===== config.mk =====
export PLATFORM = sky130hd
export DESIGN_NAME = fb_scanout
export DESIGN_NICKNAME = d
export VERILOG_FILES = /design/src/rtl/fb_scanout.sv
export SDC_FILE = /design/constraint.sdc
export NUM_CORES = 1
export LEC_CHECK = 0
export BUFFER_PORTS_ARGS = -buffer_cell sky130_fd_sc_hd__buf_2
export CORE_MARGIN = 2
export CORE_UTILIZATION = 48
export CTS_CLUSTER_DIAMETER = 150
export DETAILED_ROUTE_END_ITERATION = 8
export GPL_TIMING_DRIVEN = 0
export PLACE_DENSITY = 0.81
export SLEW_MARGIN = 10
export SYNTH_ARGS = -nofsm -noshare
export SYNTH_HDL_FRONTEND = slang
export SYNTH_SLANG_ARGS = --single-unit

===== constraint.sdc =====
create_clock -name clk_in -period 1.7 [get_ports clk_in]
set_input_delay 0.085 -clock clk_in [delete_from_list [all_inputs] [get_ports clk_in]]
set_output_delay 0.085 -clock clk_in [all_outputs]
set_load 0.03 [all_outputs]

===== src/rtl/fb_scanout.sv =====
// Upscaling frame-buffer scanout: 2-cycle buffer read, 4-cycle pixel pipeline, vsync-aligned swap.
// Optional clear-behind-read of the front buffer is built when FB_SCANOUT_CLEAR_EN is defined.
module fb_scanout #(
   parameter int FB_WIDTH    = 320,
   parameter int FB_HEIGHT   = 180,
   parameter int SCALE_SHIFT = 2
) (
   input  logic        clk_in,
   input  logic        rst_in,
   input  logic [10:0] hcount_in,
   input  logic [9:0]  vcount_in,
   input  logic        ad_in,
   input  logic        hs_in,
   input  logic        vs_in,
   input  logic        swap_req_in,
   output logic        swap_ack_out,
   output logic        front_sel_out,
   output logic [15:0] rd_addr_out,
   input  logic [15:0] rd_data0_in,
   input  logic [15:0] rd_data1_in,
   output logic        clr_we_out,
   output logic [15:0] clr_addr_out,
   output logic [7:0]  red_out,
   output logic [7:0]  green_out,
   output logic [7:0]  blue_out,
   output logic        hs_out,
   output logic        vs_out,
   output logic        ad_out
);

   localparam logic [10:0] SCAN_W = 11'(FB_WIDTH << SCALE_SHIFT);
   localparam logic [9:0]  SCAN_H = 10'(FB_HEIGHT << SCALE_SHIFT);
   localparam logic [31:0] FB_W32 = 32'(FB_WIDTH);

   typedef enum logic [1:0] {WAIT_FRAME, SCAN, VBLANK} state_t;

   state_t      state_q, state_d;
   logic        req_q, req_d;
   logic        pending_q, pending_d;
   logic        front_sel_q, front_sel_d;
   logic        swap_ack_q, swap_ack_d;
   logic [15:0] rd_addr_q, rd_addr_d;
   logic [2:0]  pix_vld_q, pix_vld_d;
   logic [2:0]  pix_sel_q, pix_sel_d;
   logic [3:0]  hs_pipe_q, hs_pipe_d;
   logic [3:0]  vs_pipe_q, vs_pipe_d;
   logic [3:0]  ad_pipe_q, ad_pipe_d;
   logic [7:0]  red_q, red_d;
   logic [7:0]  green_q, green_d;
   logic [7:0]  blue_q, blue_d;

   logic        frame_start, frame_end, swap_now;
   logic        addr_en, pix_vld;
   logic [15:0] rd_dat;

   assign frame_start = (hcount_in == 11'd0) && (vcount_in == 10'd0);
   assign frame_end   = (hcount_in == 11'd0) && (vcount_in == SCAN_H);
   assign swap_now    = (state_q == SCAN) && frame_end && (pending_q || swap_req_in);

   always_comb begin
      state_d = state_q;
      case (state_q)
         WAIT_FRAME: if (frame_start) state_d = SCAN;
         SCAN:       if (frame_end)   state_d = VBLANK;
         VBLANK:     if (frame_start) state_d = SCAN;
         default:    state_d = WAIT_FRAME;
      endcase
   end

   // The cycle that enters SCAN already addresses pixel (0,0), so qualify on the next state.
   assign addr_en = (state_d == SCAN) && (hcount_in < SCAN_W);
   assign pix_vld = addr_en && (vcount_in < SCAN_H);

   always_comb begin
      req_d       = swap_req_in;
      front_sel_d = front_sel_q ^ swap_now;
      swap_ack_d  = swap_now;
      if (swap_now)
         pending_d = 1'b0;
      else
         pending_d = pending_q | (swap_req_in & ~req_q);
   end

   always_comb begin
      rd_addr_d = rd_addr_q;
      if (addr_en)
         rd_addr_d = 16'((32'(vcount_in >> SCALE_SHIFT) * FB_W32) + 32'(hcount_in >> SCALE_SHIFT));
      pix_vld_d = {pix_vld_q[1:0], pix_vld};
      pix_sel_d = {pix_sel_q[1:0], front_sel_q};
      hs_pipe_d = {hs_pipe_q[2:0], hs_in};
      vs_pipe_d = {vs_pipe_q[2:0], vs_in};
      ad_pipe_d = {ad_pipe_q[2:0], ad_in};
   end

   // Buffer select travels with the address so a swap cannot split a pixel.
   assign rd_dat = pix_sel_q[2] ? rd_data1_in : rd_data0_in;

   always_comb begin
      red_d   = 8'd0;
      green_d = 8'd0;
      blue_d  = 8'd0;
      if (pix_vld_q[2]) begin
         red_d   = {rd_dat[15:11], 3'b000};
         green_d = {rd_dat[10:5],  2'b00};
         blue_d  = {rd_dat[4:0],   3'b000};
      end
   end

   always_ff @(posedge clk_in or negedge rst_in) begin
      if (!rst_in) begin
         state_q     <= WAIT_FRAME;
         req_q       <= 1'b0;
         pending_q   <= 1'b0;
         front_sel_q <= 1'b0;
         swap_ack_q  <= 1'b0;
         rd_addr_q   <= 16'd0;
         pix_vld_q   <= 3'd0;
         pix_sel_q   <= 3'd0;
         hs_pipe_q   <= 4'd0;
         vs_pipe_q   <= 4'd0;
         ad_pipe_q   <= 4'd0;
         red_q       <= 8'd0;
         green_q     <= 8'd0;
         blue_q      <= 8'd0;
      end else begin
         state_q     <= state_d;
         req_q       <= req_d;
         pending_q   <= pending_d;
         front_sel_q <= front_sel_d;
         swap_ack_q  <= swap_ack_d;
         rd_addr_q   <= rd_addr_d;
         pix_vld_q   <= pix_vld_d;
         pix_sel_q   <= pix_sel_d;
         hs_pipe_q   <= hs_pipe_d;
         vs_pipe_q   <= vs_pipe_d;
         ad_pipe_q   <= ad_pipe_d;
         red_q       <= red_d;
         green_q     <= green_d;
         blue_q      <= blue_d;
      end
   end

   assign swap_ack_out  = swap_ack_q;
   assign front_sel_out = front_sel_q;
   assign rd_addr_out   = rd_addr_q;
   assign red_out       = red_q;
   assign green_out     = green_q;
   assign blue_out      = blue_q;
   assign hs_out        = hs_pipe_q[3];
   assign vs_out        = vs_pipe_q[3];
   assign ad_out        = ad_pipe_q[3];

`ifdef FB_SCANOUT_CLEAR_EN
   // Clear only on the last of the scaled reads of a texel, once its data has been captured.
   logic        clr_cand;
   logic [3:0]  clr_pipe_q, clr_pipe_d;
   logic [15:0] clr_a1_q, clr_a1_d;
   logic [15:0] clr_a2_q, clr_a2_d;
   logic [15:0] clr_addr_q, clr_addr_d;

   assign clr_cand = pix_vld && (&hcount_in[SCALE_SHIFT-1:0]) && (&vcount_in[SCALE_SHIFT-1:0]);

   always_comb begin
      clr_pipe_d = {clr_pipe_q[2:0], clr_cand};
      clr_a1_d   = rd_addr_q;
      clr_a2_d   = clr_a1_q;
      clr_addr_d = clr_a2_q;
   end

   always_ff @(posedge clk_in or negedge rst_in) begin
      if (!rst_in) begin
         clr_pipe_q <= 4'd0;
         clr_a1_q   <= 16'd0;
         clr_a2_q   <= 16'd0;
         clr_addr_q <= 16'd0;
      end else begin
         clr_pipe_q <= clr_pipe_d;
         clr_a1_q   <= clr_a1_d;
         clr_a2_q   <= clr_a2_d;
         clr_addr_q <= clr_addr_d;
      end
   end

   assign clr_we_out   = clr_pipe_q[3];
   assign clr_addr_out = clr_addr_q;
`else
   assign clr_we_out   = 1'b0;
   assign clr_addr_out = 16'd0;
`endif

endmodule


======== Yosys cells after proc, flatten, opt, wreduce, memory -nomap -nowiden ========
Cells that the tools add are included.
operators by class
  $lt $le $gt $ge ......................... 2
  bitwise operators ....................... 4
  add/subtract/negate cells ............... 1
  eq/ne operators ......................... 4
  reductions and logical operators ........ 11
  multiplexer cells ....................... 8
  multiply operators ...................... 1
operators by type and width
  cell                    count
  $mux W8                 3
  $add A16 B9 Y16         1
  $mux W16                1
  $logic_not A11 Y1       1
  $lt A11 B11 Y1 const B  1
  $eq A10 B10 Y1 const B  1
  $logic_not A10 Y1       1
  $lt A10 B10 Y1 const B  1
  $mul A8 B3 Y10 const B  1
  $logic_and A1 B1 Y1     6
  $eq A2 B1 Y1 const B    2
  $mux W2                 2
  $pmux W2 S2             1
  $eq A2 B2 Y1 const B    1
  $logic_not A2 Y1        1
  $reduce_or A2 Y1        1
  $and A1 B1 Y1           1
  $logic_or A1 B1 Y1      1
  $mux W1                 1
  $not A1 Y1              1
  $or A1 B1 Y1            1
  $xor A1 B1 Y1           1
word-level totals
  word-level logic and storage cells ...... 45
  register bits ........................... 64
  output and inout port bits .............. 62

======== Longest topological paths before layout ========
Gate-level depths: netlist of the first run.
  word-level depth ........................ 7
  depth in mapped cells ................... 9
  depth with buffers taken out ............ 9

======== Least setup slack after synthesis of the first run ========
OpenSTA, ideal clock, no wires.
  path type ............................... in2reg
  start point ............................. input port vcount_in[3]
  end point ............................... register rd_addr_q[14] (netlist: rd_addr_out[14])
  arrival time ............................ 2.158 ns
  required time ........................... 1.575 ns
  path slack .............................. -0.583 ns
  cell stages on the path ................. 8
  library setup time ...................... 0.125 ns
  path through ............................ ha_1 -> ha_1 -> fa_1 -> xnor2_1 -> or3b_2 -> nand3b_1 -> xnor2_1 -> mux2_4
between the ends
  longest elaborated chain between the ends .. 6
  elaborated cells on any way between the ends .. 11
  those cells by class .................... 1 x add/sub; 1 x mul; 2 x eq/ne; 3 x mux; 4 x reduce/logical
RTL lines
  what                                                     line  source
  start: declaration                                       11    input logic [9:0] vcount_in,
  branches (longest 6 deep; another with $add A16 B9 Y16)  n/a
  end signal: assignment                                   131   rd_addr_q <= rd_addr_d;
  end: declaration                                         42    logic [15:0] rd_addr_q, rd_addr_d;
Several ways; the timed one is not identified.
A chain may end at the register's enable or synchronous reset.

======== Worst setup path in the final report of the first run ========
  start point ............................. input port vcount_in[5]
  end point ............................... register rd_addr_q[15] (netlist: rd_addr_out[15])
The elaborated chain is that of the path after synthesis.

==> impl_metrics.json, run 1 <==
{
  "dr_total_vias": 2046,
  "max_freq_ghz": 0.514,
  "clk_root_buffer_cell": "clkbuf_8",
  "pre_cts_slack_ns": -0.711,
  "worstHoldPathCells": 2,
  "drc": 0,
  "rsz0062_at_grt": "true",
  "dp.cells": 415,
  "synthDistinctLibCells": 39,
  "io_pins": 121,
  "combPwrFrac_pct": 33.9,
  "hold_path_class": "in -> reg",
  "grt_pass1_wl_um": 9310,
  "cp_max_fo": 4,
  "layout.nets": 452,
  "drive_gt1_share_pct": 51.7,
  "die_x_um": 80.4,
  "multi_input_area_mm2": 0.00147,
  "nFillCells": 379,
  "power_frac_seq_pct": 42.4,
  "mostFrequentLayoutCells": "89 x buf_2, 56 x dfrtp_1, 41 x buf_4",
  "firstDrtPassIters": 4,
  "antenna_cells": 0,
  "cts_tree": "done",
  "grt_pass1_vias": 2072,
  "syn2layout_area_growth_pct": 45.7,
  "swShare_pct": 31.6,
  "min_period_ns": 1.94,
  "slew_violations": 0,
  "clk_latency_ns": 0.31,
  "synth_seq_cells": 56,
  "cts_sinks": 56,
  "ant_nets": 0,
  "tightest_slew_ns": 0.666,
  "grt-ovfl-total": 0,
  "path_class": "in -> reg",
  "gp_congestion": 0.796,
  "maxCapViolations": 0,
  "fp.dieH_um": 80.4,
  "avgSynthCellArea_um2": 12.5,
  "dieArea_mm2": 0.00646,
  "clk_pin_slew_ns": 0.09,
  "wl_per_cell_um": 13.2,
  "required_ns": 1.89,
  "viasPerCell": 4.56,
  "syn_area_mm2": 0.00280,
  "hp-start": "hcount_in[6]",
  "crit_start": "vcount_in[5]",
  "power_density_mw_per_mm2": 877,
  "clockPowerShare_pct": 23.6,
  "status": "complete, but fails checks",
  "ff2ff_setup_slack_ns": 0.12,
  "instances_no_fill": 449,
  "fp-row-count": 27,
  "slew_headroom_pct": 55.6,
  "yosysWarnings": 0,
  "arrival_ns": 2.14,
  "reg2reg_depth": 5,
  "yosysSeqAreaShare_pct": 50.0,
  "r2r_end": "rd_addr_out[2]",
  "port-buffer-count": 95,
  "async_reset_ff_share_pct": 100,
  "start_kind": "input port",
  "drtIter0Drc": 70,
  "cp-end-kind": "flop",
  "power_leakage_nw": 2.05,
  "hold_viol": 0,
  "fp.coreArea_mm2": 0.00557,
  "cts-htree-levels": 2,
  "grt_max_degree": 57,
  "initial_core_util_pct": 50.3,
  "synthCells": 224,
  "finalCritPeriodShare_pct": 114,
  "layout_commonest_cell": "buf_2",
  "setup_violations": 16,
  "synth_largest_area_cell": "dfrtp_1",
  "cts_buffer_depth": 2,
  "internal-power_mw": 2.45,
  "synth_top_flop_cell": "dfrtp_1",
  "finalClockSkew_ns": 0.00761,
  "post-dp-hpwl_um": 4410,
  "cts_inserted_buffers": 5,
  "hold_end": "rd_addr_out[4]",
  "violations": "setup timing",
  "synth_area_leaders": "dfrtp_1 50%, buf_4 6.7%, ha_1 6.7%",
  "antenna_found_initial": 0,
  "switchingPower_mw": 1.13,
  "worst_slack_ns": -0.245,
  "timing.rr.start": "state_q[0]",
  "synth_edf_count": 0,
  "grt_usage_pct": 19.1,
  "peakVddDrop_v": 0.000519,
  "wirelength_um": 5910,
  "yosysTopAreaCellShare_pct": 50.0,
  "regArea_mm2": 0.00140
}
worst max-delay path, cell delays in order:
cell and delay (ns):
buf_12 0.11, buf_4 0.13, ha_4 0.24, ha_4 0.30, o21ai_1 0.10, or4b_4 0.49, o2111ai_2 0.10, nand4_1 0.15
xnor2_1 0.17, mux2_2 0.26
kinds of logic after synthesis:
logic type               count (synthesis)  synth area share [%]
AO/OA/AOI/OAI                           20                  4.82
other                                    1                 0.134
adder cells (fa/ha/maj)                 17                  8.13
AND/OR/NAND/NOR                         50                  10.8
multiplexers                            32                  13.3
flip-flops                              56                  50.0
buffers and inverters                   36                  9.02
XOR/XNOR                                12                  3.75
worst max-delay path by stage:
stage	end	cells past startpoint
finish	rd_addr_out[15]	10
global route	rd_addr_out[15]	10
CTS	rd_addr_out[14]	8
detailed placement	rd_addr_out[15]	10
global placement	rd_addr_out[14]	9
floorplan	rd_addr_out[14]	7
metal layers:
layer | vias to the layer above | GRT usage (%) | part of all wire (%) | wire length [µm]
met5 | - | 0 | 0 | 0
met4 | 0 | 5.08 | 1.0 | 62
met3 | 8 | 3.71 | 8.1 | 477
met2 | 80 | 35.3 | 50 | 2950
met1 | 939 | 22.6 | 41 | 2420
li1 | 1019 | - | - | -
through the flow:
step / setup TNS, ns / hold WS [ns] / cell area [µm²] / utilization [%] / power, mW
3_3_place_gp: -10.53 / 0.195 / 3580 / 64.3 / 2.59
4_1_cts: -2.05 / 0.0214 / 4080 / 73.2 / 3.61
5_1_grt: -3.25 / 0.0253 / 4080 / 73.2 / 3.78
3_5_place_dp: -11.15 / 0.195 / 3580 / 64.3 / 2.62
2_1_floorplan: -3.18 / -0.211 / 3020 / - / 2.30
6_report: -2.47 / 0.0322 / 4080 / 73.2 / 3.58
cell usage after synthesis (2+ instances only):
| cell type | instances |
|---|---|
| dfrtp_1 | 56 |
| buf_4 | 25 |
| nor2b_1 | 19 |
| mux2i_1 | 17 |
| ha_1 | 15 |
| mux2_4 | 9 |
| xnor2_1 | 9 |
| nor2_1 | 8 |
| o21ai_0 | 7 |
| inv_1 | 6 |
| mux2_2 | 6 |
| a21oi_1 | 4 |
| nand2_1 | 4 |
| nor4_1 | 4 |
| clkbuf_1 | 3 |
| xor2_1 | 3 |
| a211oi_1 | 2 |
| fa_1 | 2 |
| nand2b_1 | 2 |
| nand4_1 | 2 |
| nor3_1 | 2 |
| or3_4 | 2 |
power groups by stage:
stage / registers [mW] / clock network, mW / logic, mW
floorplan: 1.78 / 0 / 0.528
global placement: 1.54 / 0 / 1.05
finish: 1.52 / 0.846 / 1.21
global route: 1.53 / 0.941 / 1.30
CTS: 1.52 / 0.874 / 1.22
detailed placement: 1.55 / 0 / 1.07
flip-flops by register name (all words and copies together) (netlist names):
| register | count |
|---|---|
| req_q | 1 |
| front_sel_out | 1 |
| state_q | 2 |
| pending_q | 1 |
| ad_pipe_q | 4 |
| green_out | 6 |
| pix_vld_q | 3 |
| rd_addr_out | 16 |
| blue_out | 5 |
| vs_pipe_q | 4 |
| hs_pipe_q | 4 |
| swap_ack_out | 1 |
| pix_sel_q | 3 |
| red_out | 5 |
cell type report:
class	count	area share, %
well taps	72	2.21
inverters	6	0.552
repair buffers	123	19.2
multi-input cells	156	36.1
clock buffers	5	1.69
plain buffers	28	4.90
clock inverters	3	1.04
flip-flops and latches	56	34.3
what timing repair did:
item                                   in CTS  in global routing
setup endpoints to repair                  26                 17
buffers inserted                           21                  4
endpoints found under the hold margin       4                 56
gates cloned                                1                  0
pin swaps                                  10                  6
hold buffers                                4                  1
gates resized for setup                    34                  5
No activity file was read; power rests on OpenSTA's default activity.
==> run 2: changes to the inputs <==
--- a/config.mk
+++ b/config.mk
@@ -5,14 +5,15 @@
 export SDC_FILE = /design/constraint.sdc
 export NUM_CORES = 1
 export LEC_CHECK = 0
+export ABC_AREA = 1
 export BUFFER_PORTS_ARGS = -buffer_cell sky130_fd_sc_hd__buf_2
 export CORE_MARGIN = 2
 export CORE_UTILIZATION = 48
 export CTS_CLUSTER_DIAMETER = 150
 export DETAILED_ROUTE_END_ITERATION = 8
 export GPL_TIMING_DRIVEN = 0
-export PLACE_DENSITY = 0.81
-export SLEW_MARGIN = 10
+export PLACE_DENSITY = 0.8
+export SLEW_MARGIN = 20
 export SYNTH_ARGS = -nofsm -noshare
 export SYNTH_HDL_FRONTEND = slang
 export SYNTH_SLANG_ARGS = --single-unit
==> run 2 against run 1 <==
  * The run now ends clean
  * Worst setup slack better by 0.34 ns
  * Worst hold slack worse by 0.024 ns
  * Sequential share of layout area is 2.5 points higher
  * Utilization is 8.5 points lower
  * Via count is 18% higher
  * Critical path depth is 3 higher
  * Register-to-register slack better by 0.27 ns
  * Global-route usage is 0.88 points lower
  * First-iteration DRC count is 54% lower
  * Fmax is 21% higher
  * Combinational power is 54% lower
  * Critical endpoint unchanged
  * Largest cell class is now registers
  * Largest power group unchanged
==> impl_metrics.json, run 2 <==
{
  "switchingPower_mw": 0.750,
  "mostFrequentLayoutCells": "95 x buf_2, 56 x dfrtp_1, 55 x nand2_1",
  "finalSetupTns_ns": 0,
  "final_util_pct": 64.7,
  "grt_pass1_wl_um": 9580,
  "drive_gt1_share_pct": 34.9,
  "arrival_ns": 1.81,
  "grt_usage_pct": 18.2,
  "yosysMostFrequentCell": "nand2_1",
  "wirelength_um": 5810,
  "clk_root_buffer_cell": "clkbuf_8",
  "fp.coreArea_mm2": 0.00589,
  "avgSynthCellArea_um2": 8.77,
  "ant_nets": 0,
  "cts_tree": "done",
  "synth_seq_cells": 56,
  "peakVddDrop_v": 0.000524,
  "power_frac_seq_pct": 49.1,
  "min_period_ns": 1.60,
  "wl_per_cell_um": 10.8,
  "post-dp-hpwl_um": 4640,
  "finalClockSkew_ns": 0.00359,
  "cp_max_fo": 4,
  "die_x_um": 81.9,
  "regArea_mm2": 0.00140,
  "firstDrtPassIters": 4,
  "swShare_pct": 27.3,
  "finalPower_mw": 2.75,
  "yosysSeqAreaShare_pct": 48.1,
  "fp-row-count": 28,
  "worstHoldPathCells": 3,
  "cts_sinks": 56,
  "start_kind": "input port",
  "drtIter0Drc": 32,
  "multi_input_area_mm2": 0.00131,
  "largest_register_ffs": 16,
  "synth_largest_area_cell": "dfrtp_1",
  "crit_start": "vcount_in[3]",
  "syn_area_mm2": 0.00291,
  "slew_violations": 0,
  "drc": 0,
  "cts_inserted_buffers": 5,
  "async_reset_ff_share_pct": 100,
  "finalCritPeriodShare_pct": 94.3,
  "cts-htree-levels": 2,
  "clk_latency_ns": 0.30,
  "clk_pin_slew_ns": 0.09,
  "fp.dieH_um": 81.9,
  "internal-power_mw": 2.00,
  "cp-endpoint": "rd_addr_out[15]",
  "io_pins": 121,
  "layout_commonest_cell": "buf_2",
  "timing.rr.start": "pix_sel_q[2]",
  "nFillCells": 503,
  "ff2ff_setup_slack_ns": 0.39,
  "setup_violations": 0,
  "synth_top_flop_cell": "dfrtp_1",
  "power_leakage_nw": 2.21,
  "synthCells": 332,
  "required_ns": 1.91,
  "syn2layout_area_growth_pct": 30.8,
  "reg2reg_depth": 4,
  "antenna_found_initial": 0,
  "initial_core_util_pct": 49.5,
  "rsz0062_at_grt": "false",
  "yosysTopAreaCellShare_pct": 48.1,
  "viasPerCell": 4.49,
  "hold_viol": 0,
  "port-buffer-count": 95,
  "grt-ovfl-total": 0,
  "grt_pass1_vias": 2351,
  "antenna_cells": 0,
  "synth_edf_count": 0,
  "cp-end-kind": "flop",
  "layout.nets": 539,
  "yosysWarnings": 0,
  "slew_headroom_pct": 55.0,
  "power_density_mw_per_mm2": 722,
  "r2r_end": "green_out[2]",
  "dieArea_mm2": 0.00670,
  "clockPowerShare_pct": 30.6,
  "max_freq_ghz": 0.624,
  "combPwrFrac_pct": 20.3,
  "maxCapViolations": 0,
  "hold_path_class": "in -> reg",
  "dr_total_vias": 2420,
  "grt_max_degree": 57,
  "cts_buffer_depth": 2,
  "cts_setup_buffers": 0,
  "synthDistinctLibCells": 26,
  "status": "finished, final reports clean",
  "synth_common_cells": "58 x nand2_1, 56 x dfrtp_1, 54 x nor2_1",
  "holdWs_ns": 0.00787,
  "tightest_slew_ns": 0.675,
  "path_class": "in -> reg",
  "synth_area_leaders": "dfrtp_1 48%, nand2_1 7.5%, nor2_1 7.0%",
  "gp_congestion": 0.782
}
==> run 2: cell types whose count changed after synthesis, sizes merged, moves of 3 or more <==
cell | previous run | this run
mux2 | 15 | 0
nor4 | 4 | 0
xnor2 | 9 | 1
nor2b | 19 | 0
inv | 6 | 35
nand4 | 2 | 5
o21ai | 7 | 32
mux2i | 17 | 0
nor2 | 8 | 57
nand3 | 0 | 19
xor2 | 3 | 6
nand2 | 4 | 64
==> run 2: what timing repair did <==
action | CTS | global route
setup endpoints to repair | 0 | 4
hold buffers | 5 | 0
hold endpoints to repair | 60 | 0
gates resized for setup | 0 | 11
==> run 2: cell type report <==
cell class | instances | area share [%]
multi-input cells | 234 | 34.3
clock inverters | 3 | 1.12
inverters | 35 | 3.45
well taps | 75 | 2.46
plain buffers | 31 | 6.18
repair buffers | 100 | 13.9
flip-flops and latches | 56 | 36.8
clock buffers | 5 | 1.81
==> run 2: worst max-delay path: stages <==
cell     delay, ns
buf_2         0.14
ha_4          0.24
ha_4          0.16
fa_2          0.56
nand2_4       0.07
inv_2         0.06
nand2_2       0.06
nor2_2        0.09
nand2_2       0.06
nor2_1        0.08
nand3_1       0.07
nand3_1       0.07
nand2_1       0.05
==> run 2: cell families (layout without fill, tap and decap cells) <==
family	Yosys count	count (layout)	share of synthesized area (%)
adders and majority gates	17	17	7.82
AOI/OAI and AO/OA	38	38	7.56
DFF	56	56	48.1
and+or+nand+nor	147	147	21.7
xor gates and xnor gates	7	7	2.11
other	1	25	0.129
buffers and inverters	66	174	12.6
==> run 2: power groups by stage <==
stage,registers [mW],clock network [mW],logic (mW)
3_3_place_gp,1.38,0,0.504
4_1_cts,1.35,0.876,0.526
6_report,1.35,0.841,0.559
5_1_grt,1.35,0.926,0.631
3_5_place_dp,1.38,0,0.515
2_1_floorplan,1.38,0,0.354
==> run 2: through the flow <==
stage               cell area (µm²)  setup slack [ns]  instances
global route                   3810           0.00414        539
floorplan                      3030           -0.0417        356
global placement               3600            -0.297        526
finish                         3810            0.0965        539
CTS                            3760           0.00635        539
detailed placement             3600            -0.326        526
==> run 2: layer usage <==
| metal | GRT usage [%] | vias to the layer above | wire length [µm] |
|---|---|---|---|
| li1 | - | 1254 | - |
| met1 | 19.3 | 1075 | 2380 |
| met2 | 34.6 | 82 | 2850 |
| met3 | 3.85 | 9 | 465 |
| met4 | 7.83 | 0 | 109 |
| met5 | 0 | - | 0 |
==> run 2: worst min-delay path by stage <==
stage / from / endpoint
2_1_floorplan: rst_in / ad_pipe_q[0]
3_3_place_gp: ad_in / ad_pipe_q[0]
3_5_place_dp: rst_in / blue_out[4]
4_1_cts: rd_data1_in[6] / green_out[3]
5_1_grt: rd_data1_in[14] / red_out[6]
6_report: rd_data1_in[7] / green_out[4]
